--- src/rtl/sequenciador_multiciclo.sv ---
// Multi-cycle instruction sequencer: walks each opcode through fetch/decode/execute/memory/writeback
// and drives the datapath strobes, with a memory-wait watchdog that latches a sticky bus error.
module sequenciador_multiciclo #(
    parameter int unsigned TIMEOUT = 255
) (
    input  logic        clk,
    input  logic        rst_n,
    input  logic        run,
    input  logic [5:0]  op_code,
    input  logic        mem_ready,
    input  logic        alu_zero,
    input  logic        alu_neg,
    output logic        pc_write,
    output logic        pc_src,
    output logic        ir_write,
    output logic        mem_read,
    output logic        mem_write,
    output logic        reg_write,
    output logic        reg_dst,
    output logic        alu_src,
    output logic        alu_op,
    output logic        mem_to_reg,
    output logic [5:0]  sinal_da_conta,
    output logic        busy,
    output logic        bus_error,
    output logic [3:0]  state,
    output logic [15:0] instret
);

    typedef enum logic [3:0] {
        IDLE   = 4'd0,
        FETCH  = 4'd1,
        DECODE = 4'd2,
        EXEC_R = 4'd3,
        EXEC_I = 4'd4,
        ADDR   = 4'd5,
        MEM_RD = 4'd6,
        MEM_WR = 4'd7,
        WB_R   = 4'd8,
        WB_I   = 4'd9,
        WB_MEM = 4'd10,
        BRANCH = 4'd11,
        JUMP   = 4'd12,
        ERROR  = 4'd15
    } stateT;

    localparam logic [7:0] TIMEOUT_CNT = 8'(TIMEOUT);
    localparam logic [5:0] ALU_ADD     = 6'b000000;
    localparam logic [5:0] ALU_SUB     = 6'b000100;

    stateT       curState;
    stateT       nextState;
    logic [7:0]  waitCnt;
    logic [15:0] instretCnt;
    logic        retire;
    logic        waitState;
    logic        timedOut;
    logic        branchTaken;

    assign waitState = (curState == FETCH) || (curState == MEM_RD) || (curState == MEM_WR);
    // A completing transfer always wins over the watchdog on the same cycle.
    assign timedOut  = (waitCnt == TIMEOUT_CNT) && !mem_ready;

    // NOTE: every register updates with <= so all flops sample the same pre-edge values;
    // the async reset branch clears the whole machine, including the counters, mid-wait.
    always_ff @(posedge clk or negedge rst_n) begin
        if (!rst_n) begin
            curState   <= IDLE;
            waitCnt    <= '0;
            instretCnt <= '0;
        end else begin
            curState <= nextState;
            if (nextState != curState)
                waitCnt <= '0;
            else if (waitState && !mem_ready)
                waitCnt <= waitCnt + 8'd1;
            if (retire)
                instretCnt <= instretCnt + 16'd1;
        end
    end

    // NOTE: defaults at the top of each combinational block keep every path assigned, so no latches.
    always_comb begin
        nextState = curState;
        retire    = 1'b0;
        unique case (curState)
            IDLE:   if (run) nextState = FETCH;
            FETCH: begin
                if (mem_ready)     nextState = DECODE;
                else if (timedOut) nextState = ERROR;
            end
            DECODE: begin
                case (op_code)
                    6'd0:                   nextState = EXEC_R;
                    6'd1:                   nextState = EXEC_I;
                    6'd2, 6'd3, 6'd4, 6'd5: nextState = BRANCH;
                    6'd6, 6'd7:             nextState = ADDR;
                    6'd8:                   nextState = JUMP;
                    default:                retire    = 1'b1;
                endcase
            end
            EXEC_R: nextState = WB_R;
            EXEC_I: nextState = WB_I;
            ADDR:   nextState = (op_code == 6'd7) ? MEM_WR : MEM_RD;
            MEM_RD: begin
                if (mem_ready)     nextState = WB_MEM;
                else if (timedOut) nextState = ERROR;
            end
            MEM_WR: begin
                if (mem_ready)     retire    = 1'b1;
                else if (timedOut) nextState = ERROR;
            end
            WB_R, WB_I, WB_MEM, BRANCH, JUMP: retire = 1'b1;
            ERROR:   nextState = ERROR;
            default: nextState = IDLE;
        endcase
        if (retire)
            nextState = run ? FETCH : IDLE;
    end

    always_comb begin
        case (op_code)
            6'd2:    branchTaken = alu_zero;
            6'd3:    branchTaken = !alu_zero;
            6'd4:    branchTaken = alu_zero || alu_neg;
            6'd5:    branchTaken = !alu_zero && !alu_neg;
            default: branchTaken = 1'b0;
        endcase
    end

    always_comb begin
        pc_write       = 1'b0;
        pc_src         = 1'b0;
        ir_write       = 1'b0;
        mem_read       = 1'b0;
        mem_write      = 1'b0;
        reg_write      = 1'b0;
        reg_dst        = 1'b0;
        alu_src        = 1'b0;
        alu_op         = 1'b0;
        mem_to_reg     = 1'b0;
        sinal_da_conta = ALU_ADD;
        case (curState)
            FETCH: begin
                mem_read = 1'b1;
                ir_write = mem_ready;
                pc_write = mem_ready;
            end
            EXEC_R: begin
                alu_op  = 1'b1;
                reg_dst = 1'b1;
            end
            WB_R: begin
                reg_write = 1'b1;
                reg_dst   = 1'b1;
                alu_op    = 1'b1;
            end
            EXEC_I, ADDR: alu_src = 1'b1;
            WB_I: begin
                reg_write = 1'b1;
                alu_src   = 1'b1;
            end
            MEM_RD: begin
                mem_read = 1'b1;
                alu_src  = 1'b1;
            end
            MEM_WR: begin
                mem_write = 1'b1;
                alu_src   = 1'b1;
            end
            WB_MEM: begin
                reg_write  = 1'b1;
                mem_to_reg = 1'b1;
            end
            BRANCH: begin
                sinal_da_conta = ALU_SUB;
                pc_src         = 1'b1;
                pc_write       = branchTaken;
            end
            JUMP: begin
                pc_write = 1'b1;
                pc_src   = 1'b1;
            end
            default: ;
        endcase
    end

    assign busy      = (curState != IDLE) && (curState != ERROR);
    assign bus_error = (curState == ERROR);
    assign state     = curState;
    assign instret   = instretCnt;

endmodule

--- config.mk ---
export PLATFORM = sky130hd
export DESIGN_NAME = sequenciador_multiciclo
export DESIGN_NICKNAME = d
export VERILOG_FILES = /design/src/rtl/sequenciador_multiciclo.sv
export SDC_FILE = /design/constraint.sdc
export NUM_CORES = 1
export LEC_CHECK = 0
export CORE_ASPECT_RATIO = 0.8
export CORE_MARGIN = 5
export CORE_UTILIZATION = 40
export CTS_CLUSTER_DIAMETER = 30
export DETAILED_ROUTE_END_ITERATION = 10
export GPL_TIMING_DRIVEN = 0
export HOLD_SLACK_MARGIN = 0.02
export PLACE_DENSITY = 0.77
export RECOVER_POWER = 25
export SLEW_MARGIN = 15
export SYNTH_ARGS = -nofsm -noshare
export SYNTH_HDL_FRONTEND = slang
export SYNTH_SLANG_ARGS = --single-unit
--- constraint.sdc ---
create_clock -name clk -period 3.1 [get_ports clk]
set_clock_uncertainty 0.2 [all_clocks]
set_input_delay 0.93 -clock clk [delete_from_list [all_inputs] [get_ports clk]]
set_output_delay 0.93 -clock clk [all_outputs]
set_load 0.03 [all_outputs]
==> impl_metrics.env, run 1 <==
export IMPL_holdWs_ns=0.288
export IMPL_std_cell_rows=23
export IMPL_track_usage_pct=14.7
export IMPL_ys_flop_type="dfrtp_1"
export IMPL_cp_start_kind="input pin"
export IMPL_initial_core_util_pct=40.7
export IMPL_n_antenna_cell=0
export IMPL_p_total_mw=1.56
export IMPL_synthSimpleGateAreaFrac_pct=28.3
export IMPL_grt_pass1_wl_um=7850
export IMPL_synth_xor_area_share_pct=10.0
export IMPL_synthCells=226
export IMPL_layout_drive_gt1_share_pct=20.6
export IMPL_power_density_mw_per_mm2=602
export IMPL_io_pins=50
export IMPL_violations="negative setup slack"
export IMPL_ir_drop_uv=302
export IMPL_area_delta_synth_final_pct=28.6
export IMPL_hold_class="reg -> reg"
export IMPL_netlist_area_sq_mm=0.00201
export IMPL_gr_total_overflow=0
export IMPL_cts_tree="done"
export IMPL_clockBufferDepth=2
export IMPL_synth_edf_count=0
export IMPL_synth_cell_type_count=53
export IMPL_synth_top_family_by_area="simple AND/OR/NAND/NOR gates"
export IMPL_synth_seq_cells=28
export IMPL_h_tree_depth=1
export IMPL_worst_slack_ns=-0.155
export IMPL_slew_headroom_pct=4.04
export IMPL_intPower_mw=0.852
export IMPL_swShare_pct=45.3
export IMPL_core_sq_mm=0.00495
export IMPL_synth_compound_area_share_pct=17.1
export IMPL_final_area_sq_mm=0.00259
export IMPL_syn_area_per_cell_sq_um=8.91
export IMPL_worst_slew_pin_slew_ns=1.44
export IMPL_hpwl_um=3610
export IMPL_clock_sinks=28
export IMPL_num_vias=1835
export IMPL_clk_latency_ns=0.27
export IMPL_worstPathRequired_ns=1.97
export IMPL_yosysSeqAreaShare_pct=34.8
export IMPL_p_clk_share_pct=14.5
export IMPL_final_util_pct=52.3
export IMPL_p_leak_nw=1.17
export IMPL_finalMaxSlewViolations=0
export IMPL_antenna_found_initial=0
export IMPL_muxShareOfSynthArea_pct=1.55
export IMPL_switchingPower_mw=0.706
export IMPL_status="finished, violations left"
export IMPL_clkTransAtPathRegs_ns=0.09
export IMPL_fin_crit_ns=3.25
export IMPL_grt_max_degree=29
export IMPL_min_period_over_period_pct=105
export IMPL_dr_pass1_iters=4
export IMPL_hold_viol=0
export IMPL_cp_end_kind="output pin"
export IMPL_die_area_sq_mm=0.00656
export IMPL_arrival_ns=2.12
export IMPL_combPwrFrac_pct=55.1
export IMPL_rsz0062_at_grt="true"
export IMPL_port_buffer_count=42
export IMPL_crit_fanout=2
export IMPL_place_area_sq_mm=0.00252
export IMPL_fmax_mhz=307
export IMPL_cts_buffers=3
export IMPL_num_nets_final=292
export IMPL_ys_async_sr_fraction_pct=100
export IMPL_synthAdderAreaFrac_pct=1.24
export IMPL_gp_congestion=0.950
export IMPL_crit_type="in -> out"
export IMPL_grt_pass1_vias=1650
export IMPL_antenna_left=0
export IMPL_die_w_um=89.3
export IMPL_seq_power_share_pct=30.5
export IMPL_tns_ns=-0.155
export IMPL_cts_root_buf="clkbuf_8"
export IMPL_yosysWarnings=0
export IMPL_route_detailed_wl_per_inst_um=14.3
export IMPL_dr_first_iter_drc_count=181
export IMPL_vias_per_cell=5.41
export IMPL_die_y_um=73.5
export IMPL_hold_buffers=0
export IMPL_drt_total_wl_um=4850
export IMPL_maxCapViolations=0
export IMPL_drcViolationCount=0
export IMPL_finalSetupViolCount=1
[metrics by stage]
stage,setup slack [ns],cells
2_1_floorplan,0.0295,230
3_3_place_gp,-0.972,334
3_5_place_dp,-0.987,334
4_1_cts,-0.0955,338
5_1_grt,-0.234,339
6_report,-0.155,339
[power by group through the flow]
stage,logic [mW],clock network [mW],registers [mW]
6_report,0.858,0.225,0.475
5_1_grt,0.931,0.250,0.486
4_1_cts,0.860,0.230,0.477
3_5_place_dp,0.865,0,0.484
3_3_place_gp,0.863,0,0.482
2_1_floorplan,0.499,0,0.566
[worst max-delay path, stage by stage]
cell and delay (ns):
clkdlybuf4s50_1 0.47, inv_1 0.04, o21ai_0 0.22, nand4_1 0.18
o21ai_1 0.11, buf_4 0.17
[final timing paths]
check,startpoint,cells after the start,endpoint,slack (ns)
min in group asynchronous,rst_n,1,instret[11],0.77
min reg2reg,instret[15],1,instret[15],0.29
max in group asynchronous,rst_n,1,state[2],0.98
max,alu_neg,6,pc_write,-0.15
min,instret[15],1,instret[15],0.29
max reg2reg,state[3],6,waitCnt[3],0.60
[layout make-up]
class                   count  area [sq um]
repair buffers             43           393
flip-flops and latches     28           702
multi-input cells         178          1210
well taps                  62          77.6
clock buffers               4          55.1
fillers                   477          2360
inverters                   5          18.8
plain buffers              19           128
[cells in the final DEF, fill, tap and decap left out, drive strengths merged, types with 3 or more instances in the layout]
master and count:
clkdlybuf4s50 23, buf 19, and3 7, nor2 17, o2111ai 4, nand2 25, and2 5, nor3 15
nand3 9, clkbuf 13, dlygate4sd2 5, inv 5, o31ai 3, nand4 8, a21oi 9, xor2 13
o21ai 9, dfrtp 28, clkdlybuf4s15 4, nor2b 4, a31oi 4, xnor2 10, conb 5
[cells by family after synthesis]
logic type | count (synthesis)
simple gates | 104
compound gates | 41
flops | 28
buf+inv | 24
xor+xnor | 23
mux | 3
fa+ha+maj | 2
other cells | 1
[state kept, by name, summed over array words and instances, names as in the netlist]
register	count
instret	16
waitCnt	8
state	4
[cell usage after synthesis, drive strengths merged, types with 5 or more instances]
master | count | area [sq um]
buf | 15 | 101
nor2 | 17 | 63.8
inv | 5 | 18.8
o21ai | 9 | 45.0
a21oi | 9 | 56.3
and2 | 5 | 31.3
dfrtp | 28 | 701
nor3 | 15 | 75.1
nand3 | 9 | 55.1
nand2 | 25 | 93.8
and3 | 7 | 43.8
xnor2 | 10 | 87.6
nand4 | 8 | 68.8
xor2 | 13 | 114
[what timing repair did]
action	4_1_cts	5_1_grt
setup buffers	0	1
hold endpoints to repair	0	0
resized for setup	45	18
gates cloned	0	0
pin swaps	2	2
setup endpoints to repair	20	10
[per-layer routing]
metal / track usage, % / up-vias / wire length (um)
li1: - / 906 / -
met4: 1.98 / 0 / 56
met3: 3.03 / 10 / 323
met1: 21.8 / 854 / 2330
met2: 22.6 / 65 / 2140
met5: 0 / - / 0
No activity file was read; power rests on OpenSTA's default activity.
==> run 2: changes to the inputs <==
--- a/config.mk
+++ b/config.mk
@@ -11,7 +11,7 @@
 export CTS_CLUSTER_DIAMETER = 30
 export DETAILED_ROUTE_END_ITERATION = 10
 export GPL_TIMING_DRIVEN = 0
-export HOLD_SLACK_MARGIN = 0.02
+export HOLD_SLACK_MARGIN = 0.08
 export PLACE_DENSITY = 0.77
 export RECOVER_POWER = 25
 export SLEW_MARGIN = 15
==> results of run 2 <==
No change in the layout: final DEF, timing and power equal those of run 1.
==> run 3: changes to the inputs <==
--- a/config.mk
+++ b/config.mk
@@ -13,7 +13,6 @@
 export GPL_TIMING_DRIVEN = 0
 export HOLD_SLACK_MARGIN = 0.08
 export PLACE_DENSITY = 0.77
-export RECOVER_POWER = 25
 export SLEW_MARGIN = 15
 export SYNTH_ARGS = -nofsm -noshare
 export SYNTH_HDL_FRONTEND = slang
==> impl_metrics.env, run 3 (synthesized netlist as in run 1, its figures left out) <==
export IMPL_hold_class="reg -> reg"
export IMPL_cts_buffers=3
export IMPL_rsz0062_at_grt="true"
export IMPL_r2r_slack_ns=0.60
export IMPL_hold_viol=0
export IMPL_slew_headroom_pct=60.1
export IMPL_grt_pass1_vias=1650
export IMPL_antenna_left=0
export IMPL_std_cell_rows=23
export IMPL_arrival_ns=2.12
export IMPL_drcViolationCount=0
export IMPL_crit_chain="clkdlybuf4s50_1 > inv_1 > o21ai_0 > nand4_1 > o21ai_1 > buf_4"
export IMPL_dr_first_iter_drc_count=181
export IMPL_clk_latency_ns=0.27
export IMPL_track_usage_pct=14.7
export IMPL_hold_buffers=0
export IMPL_layout_commonest_cell="dfrtp_1"
export IMPL_finalSetupViolCount=1
export IMPL_mostFrequentLayoutCells="dfrtp_1, nand2_1, clkdlybuf4s50_1, nor2_1, nor3_1"
export IMPL_worst_slack_ns=-0.155
export IMPL_clkTransAtPathRegs_ns=0.09
export IMPL_hpwl_um=3610
export IMPL_violations="negative setup slack"
export IMPL_grt_pass1_wl_um=7850
export IMPL_initial_core_util_pct=40.7
export IMPL_crit_slowest_cell="clkdlybuf4s50_1"
export IMPL_die_w_um=89.3
export IMPL_crit_path_max_incr_delay_ns=0.47
export IMPL_num_nets_final=292
export IMPL_h_tree_depth=1
export IMPL_antenna_found_initial=0
export IMPL_cts_root_buf="clkbuf_8"
export IMPL_p_total_mw=1.56
export IMPL_critPathBufInv=3
export IMPL_final_util_pct=52.3
export IMPL_die_area_sq_mm=0.00656
export IMPL_p_leak_nw=1.17
export IMPL_port_buffer_count=42
export IMPL_area_delta_synth_final_pct=28.7
export IMPL_ir_drop_uv=302
export IMPL_clock_sinks=28
export IMPL_dr_pass1_iters=4
export IMPL_status="finished, violations left"
export IMPL_crit_type="in -> out"
export IMPL_worstPathRequired_ns=1.97
export IMPL_route_detailed_wl_per_inst_um=14.3
export IMPL_core_sq_mm=0.00495
export IMPL_io_pins=50
export IMPL_power_density_mw_per_mm2=602
export IMPL_post_place_ws_ns=-0.987
export IMPL_min_period_over_period_pct=105
export IMPL_cts_tree="done"
export IMPL_vias_per_cell=5.41
export IMPL_cp_end_kind="output pin"
export IMPL_layout_drive_gt1_share_pct=20.9
export IMPL_n_antenna_cell=0
export IMPL_die_y_um=73.5
export IMPL_gp_congestion=0.950
export IMPL_crit_fanout=2
export IMPL_fmax_mhz=307
export IMPL_cp_top_family="buffers and inverters"
export IMPL_clockBufferDepth=2
export IMPL_cp_start_kind="input pin"
export IMPL_gr_total_overflow=0
export IMPL_num_vias=1835
export IMPL_fin_crit_ns=3.25
export IMPL_finalMaxSlewViolations=0
export IMPL_worst_slew_pin_slew_ns=0.599
export IMPL_drt_total_wl_um=4850
export IMPL_grt_max_degree=29
export IMPL_maxCapViolations=0
export IMPL_largest_reg_flops=16
[run 3: cell types whose count changed in the layout (fill, tap and decap cells not counted), sizes merged]
cell / change
buf: +1
clkbuf: -1
[run 3: where the power goes]
group	internal, mW	leakage [nW]	switching [mW]
clock network	0.114	0.0288	0.112
registers	0.417	0.377	0.0572
logic	0.322	0.766	0.537
total	0.853	1.17	0.706
[run 3: final timing paths]
| check | from | to | cells past startpoint |
|---|---|---|---|
| worst min-delay path | instret[15] | instret[15] | 1 |
| min in group asynchronous | rst_n | instret[11] | 1 |
| max in group asynchronous | rst_n | state[2] | 1 |
| worst max register to register | state[3] | waitCnt[3] | 6 |
| worst min register to register | instret[15] | instret[15] | 1 |
| worst max-delay path | alu_neg | pc_write | 6 |
[run 3: through the flow]
step	hold slack, ns	cells	instance area [sq um]	setup TNS, ns
after global placement	0.261	334	2530	-6.89
after CTS	0.300	338	2590	-0.0955
final	0.288	339	2590	-0.155
after detailed placement	0.283	334	2520	-6.51
after floorplan	0.325	230	2030	0
after global routing	0.315	339	2590	-0.234
[run 3: per-layer routing]
layer | vias to the layer above | share of wire [%] | global-route usage, % | wire length (um)
li1 | 906 | - | - | -
met1 | 854 | 48 | 21.8 | 2330
met2 | 65 | 44 | 22.6 | 2140
met3 | 10 | 6.6 | 3.03 | 321
met4 | 0 | 1.2 | 1.98 | 56
met5 | - | 0 | 0 | 0
[run 3: repair_timing]
action / 4_1_cts / 5_1_grt
pin swaps: 2 / 2
cloned: 0 / 0
gates resized for setup: 45 / 18
setup buffers: 0 / 1
endpoints found under the setup margin: 20 / 10
[run 3: final cells by class]
class	count	area, sq um
Inverter	5	18.8
Buffer	19	128
Multi-Input combinational cell	178	1210
Clock buffer	4	55.1
Sequential cell	28	702
Fill cell	476	2360
Tap cell	62	77.6
Timing Repair Buffer	43	394
